==> src/rtl/fle_cfg_pkg.sv <==
// rtl/fle_cfg_pkg.sv - shared FSM states and default geometry/timing for the FLE bank programmer
package fle_cfg_pkg;

  typedef enum logic [2:0] {
    ST_IDLE      = 3'd0,
    ST_WAIT_DATA = 3'd1,
    ST_SETUP     = 3'd2,
    ST_PULSE     = 3'd3,
    ST_HOLD      = 3'd4,
    ST_DONE      = 3'd5
  } fle_state_e;

  localparam int DEF_NUM_CELLS = 66;
  localparam int DEF_WORD_W    = 6;
  localparam int DEF_SETUP_CYC = 1;
  localparam int DEF_PULSE_CYC = 2;
  localparam int DEF_HOLD_CYC  = 1;

  function automatic int ceil_div(input int a, input int b);
    return (a + b - 1) / b;
  endfunction

endpackage

==> src/rtl/fle_cfg_phase_timer.sv <==
// rtl/fle_cfg_phase_timer.sv - loadable down-counter timing the SETUP/PULSE/HOLD phases
module fle_cfg_phase_timer #(
  parameter int TMR_W = 8
) (
  input  logic             clk,
  input  logic             reset,
  input  logic             i_load,
  input  logic [TMR_W-1:0] i_load_val,
  output logic             o_zero
);

  logic [TMR_W-1:0] r_cnt;

  // A phase of N cycles is loaded with N-1 so that o_zero marks its final cycle.
  always_ff @(posedge clk or negedge reset) begin
    if (!reset) begin
      r_cnt <= '0;
    end else if (i_load) begin
      r_cnt <= i_load_val;
    end else if (r_cnt != '0) begin
      r_cnt <= r_cnt - 1'b1;
    end
  end

  assign o_zero = (r_cnt == '0);

endmodule

==> src/rtl/fle_bank_programmer.sv <==
// rtl/fle_bank_programmer.sv - streams configuration beats into FLE cells via bl/wl write pulses
module fle_bank_programmer
  import fle_cfg_pkg::*;
#(
  parameter int NUM_CELLS = DEF_NUM_CELLS,
  parameter int WORD_W    = DEF_WORD_W,
  parameter int SETUP_CYC = DEF_SETUP_CYC,
  parameter int PULSE_CYC = DEF_PULSE_CYC,
  parameter int HOLD_CYC  = DEF_HOLD_CYC
) (
  input  logic                 clk,
  input  logic                 reset,
  input  logic                 cfg_start,
  input  logic                 cfg_abort,
  input  logic [WORD_W-1:0]    cfg_data,
  input  logic                 cfg_valid,
  output logic                 cfg_ready,
  output logic [0:NUM_CELLS-1] bl,
  output logic [0:NUM_CELLS-1] wl,
  output logic                 cfg_busy,
  output logic                 cfg_done
);

  localparam int NBEATS = ceil_div(NUM_CELLS, WORD_W);
  localparam int CNT_W  = (NBEATS > 1) ? $clog2(NBEATS) : 1;
  localparam int TMR_W  = 8;
  localparam logic [CNT_W-1:0] LAST_BEAT = CNT_W'(NBEATS - 1);

  fle_state_e           r_state, w_state_nxt;
  logic [CNT_W-1:0]     r_cnt, w_cnt_nxt;
  logic [0:NUM_CELLS-1] r_bl, r_wl, w_bl_nxt, w_wl_nxt, w_tgt, w_place;
  logic                 w_tmr_load, w_tmr_zero;
  logic [TMR_W-1:0]     w_tmr_val;

  fle_cfg_phase_timer #(.TMR_W(TMR_W)) u_timer (
    .clk       (clk),
    .reset     (reset),
    .i_load    (w_tmr_load),
    .i_load_val(w_tmr_val),
    .o_zero    (w_tmr_zero)
  );

  // Cells owned by the current beat, and the incoming beat spread onto them.
  always_comb begin
    w_tgt   = '0;
    w_place = '0;
    for (int c = 0; c < NUM_CELLS; c++) begin
      if (CNT_W'(c / WORD_W) == r_cnt) begin
        w_tgt[c]   = 1'b1;
        w_place[c] = cfg_data[c % WORD_W];
      end
    end
  end

  always_comb begin
    w_state_nxt = r_state;
    w_cnt_nxt   = r_cnt;
    w_bl_nxt    = r_bl;
    w_wl_nxt    = '0;
    w_tmr_load  = 1'b0;
    w_tmr_val   = '0;
    case (r_state)
      ST_IDLE: begin
        w_bl_nxt = '0;
        if (cfg_start && !cfg_abort) begin
          w_state_nxt = ST_WAIT_DATA;
          w_cnt_nxt   = '0;
        end
      end
      ST_WAIT_DATA: begin
        w_bl_nxt = '0;
        if (cfg_valid) begin
          w_state_nxt = ST_SETUP;
          w_bl_nxt    = w_place;
          w_tmr_load  = 1'b1;
          w_tmr_val   = TMR_W'(SETUP_CYC - 1);
        end
      end
      ST_SETUP: begin
        if (w_tmr_zero) begin
          w_state_nxt = ST_PULSE;
          w_wl_nxt    = w_tgt;
          w_tmr_load  = 1'b1;
          w_tmr_val   = TMR_W'(PULSE_CYC - 1);
        end
      end
      ST_PULSE: begin
        if (w_tmr_zero) begin
          w_state_nxt = ST_HOLD;
          w_tmr_load  = 1'b1;
          w_tmr_val   = TMR_W'(HOLD_CYC - 1);
        end else begin
          w_wl_nxt = w_tgt;
        end
      end
      ST_HOLD: begin
        if (w_tmr_zero) begin
          w_bl_nxt = '0;
          if (r_cnt < LAST_BEAT) begin
            w_state_nxt = ST_WAIT_DATA;
            w_cnt_nxt   = r_cnt + 1'b1;
          end else begin
            w_state_nxt = ST_DONE;
          end
        end
      end
      ST_DONE: begin
        w_state_nxt = ST_IDLE;
        w_bl_nxt    = '0;
      end
      default: begin
        w_state_nxt = ST_IDLE;
        w_bl_nxt    = '0;
      end
    endcase
    // Abort overrides every busy-state decision, including the DONE pulse.
    if (r_state != ST_IDLE && cfg_abort) begin
      w_state_nxt = ST_IDLE;
      w_bl_nxt    = '0;
      w_wl_nxt    = '0;
    end
  end

  always_ff @(posedge clk or negedge reset) begin
    if (!reset) begin
      r_state <= ST_IDLE;
      r_cnt   <= '0;
      r_bl    <= '0;
      r_wl    <= '0;
    end else begin
      r_state <= w_state_nxt;
      r_cnt   <= w_cnt_nxt;
      r_bl    <= w_bl_nxt;
      r_wl    <= w_wl_nxt;
    end
  end

  assign bl        = r_bl;
  assign wl        = r_wl;
  assign cfg_ready = (r_state == ST_WAIT_DATA);
  assign cfg_busy  = (r_state != ST_IDLE);
  assign cfg_done  = (r_state == ST_DONE);

endmodule

==> config.mk <==
export PLATFORM = sky130hd
export DESIGN_NAME = fle_bank_programmer
export DESIGN_NICKNAME = d
export VERILOG_FILES = /design/src/rtl/fle_cfg_pkg.sv /design/src/rtl/fle_cfg_phase_timer.sv /design/src/rtl/fle_bank_programmer.sv
export SDC_FILE = /design/constraint.sdc
export NUM_CORES = 1
export LEC_CHECK = 0
export CORE_MARGIN = 4
export CORE_UTILIZATION = 30
export CTS_BUF_LIST = sky130_fd_sc_hd__clkbuf_2 sky130_fd_sc_hd__clkbuf_4 sky130_fd_sc_hd__clkbuf_8
export DETAILED_ROUTE_END_ITERATION = 16
export GPL_TIMING_DRIVEN = 0
export HOLD_SLACK_MARGIN = 0.12
export PLACE_DENSITY = 0.53
export SYNTH_ARGS = -nofsm -noshare
export SYNTH_HDL_FRONTEND = slang
export SYNTH_SLANG_ARGS = --single-unit
==> constraint.sdc <==
create_clock -name clk -period 5.1 [get_ports clk]
set_input_delay 0.765 -clock clk [delete_from_list [all_inputs] [get_ports clk]]
set_output_delay 0.765 -clock clk [all_outputs]
set_load 0.03 [all_outputs]
==> flow_metrics.tcl <==
set metrics [dict create \
    crit_required_ns 4.34 \
    min_period_ns 2.80 \
    seqPwrFrac 0.518 \
    fin_crit_sh 0.550 \
    wl_mm 11.8 \
    r2r_setup_slack_ns 2.96 \
    hold_viol 0 \
    grt_first_pass_wirelength_mm 19.1 \
    synth-seq-cells 92 \
    ios 146 \
    cts-root-buf "clkbuf_8" \
    crit_arrival_ns 2.04 \
    maxCapViolCount 0 \
    comb_power_share 0.177 \
    grt_max_degree 56 \
    drive_gt1_frac 0.171 \
    drv_slew 0 \
    status "finished, final reports clean" \
    synth_fa_ha_area_frac 0.0150 \
    place_inst 676 \
    swShare 0.318 \
    synthXorXnorAreaFrac 0.00210 \
    vias 3292 \
    overflow 0 \
    syn_area_mm2 0.00417 \
    grtUsageTotal 0.149 \
    placed_cell_area_mm2 0.00586 \
    ys_warn_count 0 \
    core_area_mm2 0.0134 \
    clock_sink_count 92 \
    rsz0062_at_grt "false" \
    design_area_mm2 0.00604 \
    dieArea_mm2 0.0158 \
    final_nets 527 \
    maxSlewHeadroom 0.484 \
    synth_top_area_share 0.552 \
    fp.dieW_um 126 \
    yosys-top-cells-area "dfrtp_1, o2bb2ai_1, buf_4" \
    synthArstFlopShare 1.00 \
    place_hpwl_mm 8.61 \
    insertion_delay_ns 0.36 \
    viasPerCell 4.76 \
    synth_top_area_cell "dfrtp_1" \
    path_class "reg2out" \
    intPower_uw 1060 \
    tritoncts "done" \
    synth_compound_area_frac 0.178 \
    syn_to_final_growth_pct 44.9 \
    post_cts_buffers 0 \
    cellPowerDensity_mw_per_mm2 258 \
    cp-end-kind "output port" \
    worst_slack_ns 2.30 \
    post_cts_resized 0 \
    syn_nets 371 \
    ys_types 46 \
    ir_worst_vdd_v 0.000136 \
    p_switching_uw 496 \
    skew_ns 0.0149 \
    clk_pin_slew_worst_paths_ns 0.10 \
    portBuffers 144 \
    synth_simple_gate_area_share 0.112 \
    antenna_found_initial 0 \
    wl_per_cell_um 17.0 \
    p_clk_frac 0.306 \
    post-place-ws_ns 2.46 \
    drc 0 \
    diodes 0 \
    fmax_ghz 0.357 \
    worst_pin_slew_ns 0.773 \
    p_leak_uw 0.00262 \
    globalplace.congestion 0.807 \
    start_kind "register" \
    min_path_type "in2async" \
    die_h_um 126 \
    final_cells 692 \
    syn-instance-count 355 \
    finalSetupViolations 0 \
    syn_area_per_cell_um2 11.7 \
    ant_nets 0 \
    multi_input_area_mm2 0.00132 \
    synth_edf_count 0 \
    htree_levels 3 \
    cts_buffers 9 \
    rows 42 \
    synth_top_family_by_area "compound AO/OA/AOI/OAI gates" \
    fillerInstances 1241 \
    seq_area_frac_synth 0.552 \
    path_max_fanout 10 \
    firstDrtPassIters 5 \
    drt-initial-drc-count 162 \
    seqCellArea_mm2 0.00230 \
    initial_core_util 0.311 \
    muxShareOfSynthArea 0.0102 \
    hold_buffers 0 \
    synthFlopType "dfrtp_1" \
    cts_max_path_buffers 2 \
    grt_pass1_vias 3372 \
]
[placed cells by master (no fill, tap or decap), types with 3 or more instances in the layout]
master	instances
a21oi_1	7
and3_1	12
buf_4	56
buf_6	5
clkbuf_1	11
clkbuf_8	9
clkdlybuf4s50_1	143
dfrtp_1	92
ha_1	5
inv_1	7
inv_6	4
nand2_1	25
nand2b_1	4
nand3_1	3
nor2_1	11
nor3_1	3
nor4_1	3
o21ai_0	7
o2bb2ai_1	66
or3_1	3
[worst max-delay path, cell delays in order (launching register included)]
cell,delay [ns]
dfrtp_1,0.44
clkbuf_1,0.37
and3_1,0.22
clkdlybuf4s50_1,0.66
[logic make-up (layout without fill, tap and decap cells)]
| group | Yosys count | count (layout) |
|---|---|---|
| AOI/OAI and AO/OA | 92 | 92 |
| DFF | 92 | 92 |
| and+or+nand+nor | 81 | 81 |
| buffers and inverters | 80 | 241 |
| adders and majority gates | 5 | 5 |
| muxes | 4 | 4 |
| xor gates and xnor gates | 1 | 1 |
[path summary, 6_finish.rpt]
path	from	end	cells after the start
max	r_state[2]	cfg_done	3
min	reset	wl[12]	1
max reg2reg	u_timer.r_cnt[0]	bl[5]	8
min reg2reg	bl[2]	bl[2]	1
max in group asynchronous	reset	bl[22]	2
min in group clk	bl[2]	bl[2]	1
[cells in the mapped netlist, types with 3 or more instances]
library cell,number
a21oi_1,7
and3_1,12
buf_4,55
buf_6,5
clkbuf_1,11
dfrtp_1,92
ha_1,5
inv_1,7
nand2_1,25
nand2b_1,4
nand3_1,3
nor2_1,11
nor3_1,3
nor4_1,3
o21ai_0,7
o2bb2ai_1,66
or3_1,3
[per-stage QoR]
stage                     hold WS [ns]  power, µW  utilization  TNS (ns)
after floorplan                  0.469       1000            -         0
after global placement           0.472       1090        0.435     -7.64
after detailed placement         0.474       1100        0.437         0
after CTS                        0.390       1580        0.451         0
after global routing             0.408       1640        0.451         0
final                            0.380       1560        0.451         0
[routing by layer]
metal	vias to the layer above	track usage	share of wire
li1	1541	-	-
met1	1629	0.216	0.48
met2	111	0.229	0.45
met3	11	0.0296	0.058
met4	0	0.0353	0.011
met5	-	0	0
[flip-flops by register name (all words and copies together) (netlist names)]
name,count
bl,66
r_cnt,4
r_state,3
u_timer.r_cnt,8
wl,11
[power by group through the flow]
| stage | Sequential [µW] | Combinational [µW] | Clock (µW) |
|---|---|---|---|
| finish | 807 | 275 | 476 |
| global route | 814 | 312 | 518 |
| CTS | 807 | 280 | 491 |
| detailed placement | 822 | 278 | 0 |
| global placement | 819 | 272 | 0 |
| floorplan | 817 | 184 | 0 |
[cell type report]
cell class                 count  area share
sequential                    92       0.381
timing repair buffer         145       0.243
multi-input combinational    183       0.218
buffer                        73      0.0861
tap                          176      0.0364
clock buffer                   9      0.0205
clock inverter                 7      0.0104
inverter                       7     0.00435
Note: power is estimated with default switching activity, not from simulation.
